[src/rtl/psram_pkg.sv]
// Shared PSRAM QPI definitions: opcodes, address width
// and the write-engine state encoding.
package psram_pkg;

  localparam int PSRAM_ADDR_W = 23;

  localparam logic [7:0] PSRAM_CMD_QWRITE  = 8'h38;
  localparam logic [7:0] PSRAM_CMD_QREAD   = 8'hEB;
  localparam logic [7:0] PSRAM_CMD_QPI_EN  = 8'h35;
  localparam logic [7:0] PSRAM_CMD_QPI_DIS = 8'hF5;
  localparam logic [7:0] PSRAM_CMD_RSTEN   = 8'h66;
  localparam logic [7:0] PSRAM_CMD_RST     = 8'h99;

  typedef enum logic [2:0] {
    ST_IDLE,
    ST_CMD,
    ST_ADDR,
    ST_DATA,
    ST_CSOFF
  } psram_st_e;

endpackage

[src/rtl/psram_nibble_serializer.sv]
// 16-bit load / 4-bit shift-out register with nibble index.
// nib_nxt is the nibble that will sit on top after this edge.
module psram_nibble_serializer (
  input  logic        clk,
  input  logic        reset,
  input  logic        load,
  input  logic        shift,
  input  logic [15:0] din,
  output logic [3:0]  nib_nxt,
  output logic [1:0]  idx
);

  logic [15:0] sr;

  always_ff @(posedge clk or posedge reset) begin
    if (reset) begin
      sr  <= '0;
      idx <= '0;
    end else if (load) begin
      sr  <= din;
      idx <= '0;
    end else if (shift) begin
      sr  <= {sr[11:0], 4'h0};
      idx <= idx + 2'd1;
    end
  end

  always_comb begin
    nib_nxt = sr[15:12];
    if (load)
      nib_nxt = din[15:12];
    else if (shift)
      nib_nxt = sr[11:8];
  end

endmodule

[src/rtl/psram_wrfifo_drain.sv]
// QPI write engine: drains the write FIFO into fixed-length
// Quad Write (0x38) bursts at an auto-incrementing address.
module psram_wrfifo_drain
  import psram_pkg::*;
#(
  parameter int BURST_WORDS    = 16,
  parameter int CS_HIGH_CYCLES = 3,
  parameter int ADDR_W         = PSRAM_ADDR_W,
  parameter int USEDW_W        = 10
) (
  input  logic               clk,
  input  logic               reset,
  input  logic               enable,
  input  logic               addr_load,
  input  logic [ADDR_W-1:0]  addr_in,
  output logic               busy,
  output logic               burst_done,
  output logic [ADDR_W-1:0]  cur_addr,
  input  logic [15:0]        wrfifo_q,
  input  logic [USEDW_W-1:0] wrfifo_rdusedw,
  output logic               wrfifo_rdreq,
  output logic               psram_cs_n,
  output logic               psram_clk_en,
  output logic [3:0]         psram_sio_out,
  output logic               psram_sio_oe
);

  localparam int CNT_W =
    $clog2(4*BURST_WORDS + CS_HIGH_CYCLES + 8);

  localparam logic [CNT_W-1:0] CMD_LAST  = CNT_W'(1);
  localparam logic [CNT_W-1:0] ADDR_LAST = CNT_W'(5);
  localparam logic [CNT_W-1:0] DATA_LAST =
    CNT_W'(4*BURST_WORDS - 1);
  localparam logic [CNT_W-1:0] LAST_WORD =
    CNT_W'(4*(BURST_WORDS - 1));
  localparam logic [CNT_W-1:0] CSOFF_LAST =
    CNT_W'(CS_HIGH_CYCLES - 1);

  psram_st_e        state, state_nxt;
  logic [CNT_W-1:0] cnt, cnt_nxt;

  logic        start;
  logic [23:0] a24;
  logic [2:0]  a_sel;
  logic        ser_load, ser_shift;
  logic [3:0]  ser_nib;
  logic [1:0]  ser_idx;

  logic       cs_n_d, clk_en_d, oe_d;
  logic       rdreq_d, busy_d, done_d;
  logic [3:0] sio_d;

  assign start = !addr_load && enable &&
    (wrfifo_rdusedw >= USEDW_W'(BURST_WORDS));
  assign a24   = 24'(cur_addr);

  always_ff @(posedge clk or posedge reset) begin
    if (reset) begin
      state <= ST_IDLE;
      cnt   <= '0;
    end else begin
      state <= state_nxt;
      cnt   <= cnt_nxt;
    end
  end

  always_comb begin
    state_nxt = state;
    unique case (state)
      ST_IDLE:  if (start) state_nxt = ST_CMD;
      ST_CMD:   if (cnt == CMD_LAST) state_nxt = ST_ADDR;
      ST_ADDR:  if (cnt == ADDR_LAST) state_nxt = ST_DATA;
      ST_DATA:  if (cnt == DATA_LAST) state_nxt = ST_CSOFF;
      ST_CSOFF: if (cnt == CSOFF_LAST) state_nxt = ST_IDLE;
      default:  state_nxt = ST_IDLE;
    endcase
    if (state_nxt != state || state == ST_IDLE)
      cnt_nxt = '0;
    else
      cnt_nxt = cnt + CNT_W'(1);
  end

  // Word k+1 loads on the last nibble of word k; word 0 on the last ADDR cycle.
  assign ser_load =
    (state == ST_ADDR && cnt == ADDR_LAST) ||
    (state == ST_DATA && ser_idx == 2'd3 && cnt < LAST_WORD);
  assign ser_shift = state == ST_DATA && ser_idx != 2'd3;

  psram_nibble_serializer u_ser (
    .clk     (clk),
    .reset   (reset),
    .load    (ser_load),
    .shift   (ser_shift),
    .din     (wrfifo_q),
    .nib_nxt (ser_nib),
    .idx     (ser_idx)
  );

  // Outputs are computed for the upcoming cycle and registered below.
  always_comb begin
    cs_n_d   = 1'b1;
    clk_en_d = 1'b0;
    oe_d     = 1'b0;
    sio_d    = 4'hF;
    rdreq_d  = 1'b0;
    busy_d   = state_nxt != ST_IDLE;
    done_d   = state == ST_CSOFF && state_nxt == ST_IDLE;
    a_sel    = 3'd5 - cnt_nxt[2:0];
    unique case (state_nxt)
      ST_CMD: begin
        cs_n_d   = 1'b0;
        clk_en_d = 1'b1;
        oe_d     = 1'b1;
        sio_d    = (state == ST_IDLE) ?
          PSRAM_CMD_QWRITE[7:4] : PSRAM_CMD_QWRITE[3:0];
        rdreq_d  = state == ST_IDLE;
      end
      ST_ADDR: begin
        cs_n_d   = 1'b0;
        clk_en_d = 1'b1;
        oe_d     = 1'b1;
        sio_d    = a24[{a_sel, 2'b00} +: 4];
      end
      ST_DATA: begin
        cs_n_d   = 1'b0;
        clk_en_d = 1'b1;
        oe_d     = 1'b1;
        sio_d    = ser_nib;
        rdreq_d  = state == ST_DATA && ser_idx == 2'd0 &&
          cnt < LAST_WORD;
      end
      default: ;
    endcase
  end

  always_ff @(posedge clk or posedge reset) begin
    if (reset) begin
      psram_cs_n    <= 1'b1;
      psram_clk_en  <= 1'b0;
      psram_sio_oe  <= 1'b0;
      psram_sio_out <= 4'hF;
      wrfifo_rdreq  <= 1'b0;
      busy          <= 1'b0;
      burst_done    <= 1'b0;
    end else begin
      psram_cs_n    <= cs_n_d;
      psram_clk_en  <= clk_en_d;
      psram_sio_oe  <= oe_d;
      psram_sio_out <= sio_d;
      wrfifo_rdreq  <= rdreq_d;
      busy          <= busy_d;
      burst_done    <= done_d;
    end
  end

  always_ff @(posedge clk or posedge reset) begin
    if (reset)
      cur_addr <= '0;
    else if (state == ST_IDLE && addr_load)
      cur_addr <= addr_in;
    else if (done_d)
      cur_addr <= cur_addr + ADDR_W'(2*BURST_WORDS);
  end

endmodule

[config.mk]
export PLATFORM = sky130hd
export DESIGN_NAME = psram_wrfifo_drain
export DESIGN_NICKNAME = d
export VERILOG_FILES = /design/src/rtl/psram_pkg.sv /design/src/rtl/psram_nibble_serializer.sv /design/src/rtl/psram_wrfifo_drain.sv
export SDC_FILE = /design/constraint.sdc
export NUM_CORES = 1
export LEC_CHECK = 0
export CORE_MARGIN = 2
export CORE_UTILIZATION = 45
export DETAILED_ROUTE_END_ITERATION = 8
export PLACE_DENSITY = 0.75
export SLEW_MARGIN = 20
export SYNTH_ARGS = -nofsm -noshare
export SYNTH_HDL_FRONTEND = slang
export SYNTH_SLANG_ARGS = --single-unit
export TNS_END_PERCENT = 1
[constraint.sdc]
create_clock -name clk -period 5.4 [get_ports clk]
set_input_delay 0.54 -clock clk [delete_from_list [all_inputs] [get_ports clk]]
set_output_delay 0.54 -clock clk [all_outputs]
set_load 0.01 [all_outputs]
==> results of run 1 <==
## worst max-delay path by stage
stage	from	to	cells after the start
floorplan	cnt[0]$_DFF_PP0_	psram_sio_out[0]$_DFF_PP1_	8
global placement	cnt[0]$_DFF_PP0_	cur_addr[20]$_DFFE_PP0P_	7
detailed placement	cnt[0]$_DFF_PP0_	cur_addr[20]$_DFFE_PP0P_	7
CTS	cnt[0]$_DFF_PP0_	cur_addr[20]$_DFFE_PP0P_	7
global route	cnt[0]$_DFF_PP0_	cur_addr[20]$_DFFE_PP0P_	7
finish	cnt[0]$_DFF_PP0_	cur_addr[20]$_DFFE_PP0P_	7
## power breakdown
group	internal (µW)	total (µW)	leakage, µW	switching [µW]
combinational	68.8	110	0.000995	40.8
clock	237	411	0.000102	174
sequential	467	487	0.000691	20.3
total	772	1010	0.00179	235
## state kept, by name, indices dropped and copies added (netlist names), 2 cells and up
register / count
cur_addr: 23
u_ser.sr: 16
cnt: 7
psram_sio_out: 4
state: 3
u_ser.idx: 2
## per-layer routing
metal | vias to the layer above | share of wire [%] | GRT usage (%) | routed length [µm]
li1 | 1383 | - | - | -
met1 | 1366 | 46 | 27.3 | 3680
met2 | 83 | 49 | 33.1 | 3940
met3 | 10 | 4.7 | 5.20 | 381
met4 | 0 | 0.98 | 5.64 | 79
met5 | - | 0 | 0 | 0
## kinds of logic (layout without fill, tap and decap cells)
family                     count (synthesis)  after routing
buffers and inverters                     29            108
muxes                                     12             12
xor gates and xnor gates                  23             23
AOI/OAI and AO/OA                         81             81
DFF                                       60             60
adders and majority gates                  6              6
and+or+nand+nor                          137            137
## Yosys cell counts, types with 2 or more instances
| master | instances |
|---|---|
| a21o_1 | 7 |
| and3_1 | 7 |
| o22ai_1 | 2 |
| clkbuf_1 | 8 |
| nand2b_1 | 3 |
| o21ai_0 | 29 |
| dfstp_2 | 5 |
| nor2_1 | 34 |
| a22o_1 | 6 |
| xnor2_1 | 11 |
| nor2b_1 | 2 |
| nand4_1 | 11 |
| nor3_1 | 13 |
| buf_2 | 7 |
| o211ai_1 | 6 |
| and4b_1 | 2 |
| inv_1 | 8 |
| dfrtp_1 | 55 |
| nand3_1 | 11 |
| nand2_1 | 39 |
| buf_4 | 3 |
| a21oi_1 | 11 |
| nor4_1 | 3 |
| ha_1 | 6 |
| xor2_1 | 12 |
| o21ai_1 | 2 |
| buf_6 | 2 |
| o21a_1 | 5 |
| o311ai_1 | 3 |
| or3_1 | 2 |
| a41o_1 | 2 |
| mux2_2 | 5 |
| mux2i_1 | 6 |
## worst max-delay path, stage by stage (launching register included)
cell	delay, ns
dfrtp_1	0.53
clkinv_1	0.23
ha_1	0.20
nor4b_4	0.34
and3_1	0.57
nand4_1	0.20
xnor2_1	0.18
mux2_2	0.26
## cell type report
| type | instances | area share, % |
|---|---|---|
| Multi-Input combinational cell | 259 | 38.1 |
| Sequential cell | 60 | 34.7 |
| Tap cell | 99 | 2.85 |
| Clock inverter | 4 | 1.09 |
| Timing Repair Buffer | 83 | 19.0 |
| Clock buffer | 12 | 3.57 |
| Inverter | 9 | 0.777 |
## per-stage QoR
step | power (µW) | instances
2_1_floorplan | 531 | 348
3_3_place_gp | 604 | 510
3_5_place_dp | 605 | 510
4_1_cts | 1010 | 526
5_1_grt | 1050 | 526
6_report | 1010 | 526
## cell usage in the layout (no fill, tap or decap), types with 7 or more instances in the layout
master,Yosys,routed
clkbuf_8,0,11
o21ai_0,29,29
nand3_1,11,11
nand4_1,11,11
a21oi_1,11,11
dfrtp_1,55,55
xnor2_1,11,11
inv_1,8,7
xor2_1,12,12
nor3_1,13,13
a21o_1,7,7
nor2_1,34,33
clkdlybuf4s50_1,0,81
nand2_1,39,39
and3_1,7,7
==> flow_summary.yaml, run 1 <==
drt:
  wl_um: 8080
  drt_first_pass_iters: 4
  ant_nets: 0
  vias: 2842
  drc: 0
  drt-initial-drc-count: 208
  avgRoutedWirePerCell_um: 15.4
  drt-vias-per-instance: 5.40
sta:
  max_freq_mhz: 382
  tns_ns: 0
  setup_violations: 0
  slew_violations: 0
  tightest_slew_ns: 0.991
  fin_hold_ws_ns: 0.482
  finalCritPeriodShare_pct: 48.5
  finalCriticalPeriod_ns: 2.62
  skew_ns: 0.00611
  hold_violations: 0
  fin_ws_ns: 2.78
  grt_setup_unrepaired: "no"
  slew_headroom_pct: 34.0
synth:
  synth_mux_area_share_pct: 3.86
  synth-seq-cells: 60
  synth_area_leaders: "dfrtp_1, nand2_1, o21ai_0"
  synth.avg_cell_area_um2: 9.50
  synth_fa_ha_area_share_pct: 2.27
  synth_fp_nets: 407
  synth-xor-area-share_pct: 6.09
  syn_inst: 348
  async_reset_ff_share_pct: 100
  synth_edf_count: 0
  ys.flop_type: "dfrtp_1"
  synth_top_family_by_area: "simple AND/OR/NAND/NOR gates"
  synth_simple_gate_area_share_pct: 21.6
  ys_warn_count: 0
  syn_area_um2: 3310
  synth_top_area_share_pct: 41.6
  yosysUniqueCellTypes: 53
  synth_compound_area_share_pct: 16.2
  synth_top_area_cell: "dfrtp_1"
  seq_area_frac_synth_pct: 45.6
clock_tree:
  clock-sinks: 60
  cts_tree: "built"
  cts_resized: 0
  htree_levels: 3
  clk_latency_ns: 0.34
  clk_path_buf_depth: 2
  cts-root-buf: "clkbuf_8"
  hold_buffers: 0
  numCtsBuffers: 9
  clk_pin_slew_ns: 0.07
  postCtsSetupRepairBufs: 0
floorplan:
  initial_core_util_pct: 46.1
  die_w_um: 89.7
  ioPinCount: 86
  core_um2: 7180
  fp-row-count: 31
  die_h_um: 89.7
  die_area_um2: 8050
final_layout:
  nNetsFinal: 481
  multi_input_area_um2: 1660
  area.growth.synth_to_final_pct: 31.6
  antennaDiodeCount: 0
  fin_util_pct: 60.6
  seq_area_um2: 1510
  fin_area_um2: 4350
  fillers: 614
  drive_gt1_share_pct: 9.13
flow_run:
  maxCapViolCount: 0
min_path:
  holdPathEnd: "u_ser.sr[10]$_DFFE_PP0P_"
  holdPathStages: 1
  min_from: "u_ser.sr[10]$_DFFE_PP0P_"
  hold_class: "reg2reg"
critical_path:
  r2r_end: "cur_addr[20]$_DFFE_PP0P_"
  arrival_ns: 2.84
  r2r_start: "cnt[0]$_DFF_PP0_"
  ff2ff_setup_slack_ns: 2.78
  critPathMaxFanout: 12
  end_kind: "flop"
  setup.worst_path.class: "reg2reg"
  cp-start-kind: "flop"
  reg2regPathDepth: 7
  cp.required_ns: 5.63
global_routing:
  grt_usage_pct: 20.4
  first_global_vias: 2803
  antenna_found_initial: 0
  globalRouteOverflowTotal: 0
  grt_max_degree: 61
  grt_pass1_wl_um: 13400
power:
  leakage_uw: 0.00179
  ir_worst_vdd_v: 0.000129
  p_per_area_nw_per_um2: 232
place:
  routabilityCongestion: 0.826
  dp_worst_setup_slack_ns: 2.81
  placed_cell_area_um2: 4150
  dpl.hpwl_um: 5730
  io_buffers: 81
status:
  status: "completed"
Note: power is estimated with default switching activity, not from simulation.
==> run 2, diff against run 1 <==
- CORE_UTILIZATION: 45 -> 44
- PLACE_DENSITY: 0.75 -> 0.76
- clock period: 5.4 -> 2.4 ns (I/O delays scaled with it)
==> flow_summary.yaml, run 2 (synthesized netlist as in run 1, its figures left out) <==
drt:
  vias: 2933
  drt-vias-per-instance: 5.48
  drt-initial-drc-count: 155
  wl_um: 8230
  drc: 0
  ant_nets: 0
  drt_first_pass_iters: 5
  avgRoutedWirePerCell_um: 15.4
critical_path:
  cp-start-kind: "flop"
  max_stage_delay_ns: 0.47
  r2r_start: "cnt[0]$_DFF_PP0_"
  setup.worst_path.class: "reg2reg"
  cp_slowest_cell: "dfrtp_1"
  path_buf_inv: 0
  crit_chain: "ha_1 > and3_1 > a21o_1 > o211ai_1 > a21oi_1 > o311ai_1"
  critPathMaxFanout: 7
  critical-path-top-delay-family: "compound AO/OA/AOI/OAI gates"
  arrival_ns: 2.37
  end_kind: "flop"
  cp.required_ns: 2.63
  cp-startpoint: "cnt[0]$_DFF_PP0_"
clock_tree:
  hold_buffers: 0
  clk_latency_ns: 0.34
  postCtsSetupRepairBufs: 0
  htree_levels: 3
  clk_path_buf_depth: 2
  clk_pin_slew_ns: 0.07
  cts_tree: "built"
  numCtsBuffers: 9
  cts-root-buf: "clkbuf_8"
  cts_resized: 0
  clock-sinks: 60
sta:
  finalCriticalPeriod_ns: 2.13
  setup_violations: 0
  finalCritPeriodShare_pct: 88.8
  slew_headroom_pct: 62.3
  max_freq_mhz: 469
  slew_violations: 0
  tns_ns: 0
  fin_ws_ns: 0.269
  skew_ns: 0.0107
  fin_hold_ws_ns: 0.270
  tightest_slew_ns: 0.565
  hold_violations: 0
  grt_setup_unrepaired: "no"
power:
  p_per_area_nw_per_um2: 495
  ir_worst_vdd_v: 0.000288
  leakage_uw: 0.00183
floorplan:
  core_um2: 7250
  ioPinCount: 86
  fp-row-count: 31
  die_area_um2: 8220
  die_h_um: 90.7
  initial_core_util_pct: 45.6
  die_w_um: 90.7
final_layout:
  fillers: 632
  drive_gt1_share_pct: 11.5
  largest_registers: "cur_addr: 23 flops, u_ser.sr: 16 flops, cnt: 7 flops"
  top_register: "cur_addr"
  final_cells: 535
  fin_util_pct: 61.0
  final_cell_mix: "clkdlybuf4s50_1, dfrtp_1, nand2_1, nor2_1, o21ai_0"
  seq_area_um2: 1510
  mostFrequentLayoutCell: "clkdlybuf4s50_1"
  nNetsFinal: 490
  multi_input_area_um2: 1660
  area.growth.synth_to_final_pct: 33.8
  largest_reg_flops: 23
  antennaDiodeCount: 0
status:
  status: "completed"
global_routing:
  antenna_found_initial: 0
  grt_pass1_wl_um: 13800
  globalRouteOverflowTotal: 0
  grt_usage_pct: 21.0
  grt_max_degree: 37
  first_global_vias: 2892
place:
  placed_cells: 519
  dpl.hpwl_um: 6050
  routabilityCongestion: 0.873
  dp_worst_setup_slack_ns: 0.226
  io_buffers: 81
flow_run:
  maxCapViolCount: 0
min_path:
  hold_class: "in2async"
-- run 2: cell types whose count changed in the layout (fill, tap and decap cells not counted), sizes merged --
cell / change
clkinvlp: +2
clkbuf: -1
buf: +9
bufinv: -1
-- run 2: final cells by class --
type | count | area share, %
multi-input combinational | 259 | 37.6
sequential | 60 | 34.1
timing repair buffer | 92 | 20.5
clock buffer | 11 | 3.42
tap | 99 | 2.80
clock inverter | 5 | 0.820
inverter | 9 | 0.764
-- run 2: final timing paths --
path	end	slack, ns	cells past startpoint
worst min-delay path	cur_addr[20]$_DFFE_PP0P_	0.27	2
max in group asynchronous	psram_cs_n$_DFF_PP1_	1.48	3
min in group clk	cur_addr[19]$_DFFE_PP0P_	0.43	3
worst min register to register	u_ser.sr[7]$_DFFE_PP0P_	0.48	1
worst max register to register	psram_sio_out[0]$_DFF_PP1_	0.27	6
worst max-delay path	psram_sio_out[0]$_DFF_PP1_	0.27	6
-- run 2: routing by layer --
layer  global-route usage, %  routed length, µm  up-vias
met5                       0                  0        -
met4                    7.31                122        0
met3                    4.51                569       12
met2                    34.0               4000      119
met1                    27.9               3540     1397
li1                        -                  -     1405
-- run 2: worst reg2reg max path, stage by stage (launching register included) --
cell and delay (ns):
dfrtp_1 0.47, ha_1 0.30, and3_1 0.27, a21o_1 0.22, o211ai_1 0.33, a21oi_1 0.12
o311ai_1 0.33
-- run 2: report_power, final --
part	internal [µW]	switching [µW]	total (µW)	leakage, µW
clock network	430	412	842	0.0000876
logic	158	94.2	252	0.00105
registers	1050	46.4	1100	0.000691
total	1640	553	2190	0.00183
-- run 2: stage by stage --
step / instance area [µm²] / power (µW)
3_5_place_dp: 4230 / 1370
5_1_grt: 4420 / 2280
2_1_floorplan: 3310 / 1200
6_report: 4420 / 2190
3_3_place_gp: 4230 / 1360
4_1_cts: 4420 / 2210
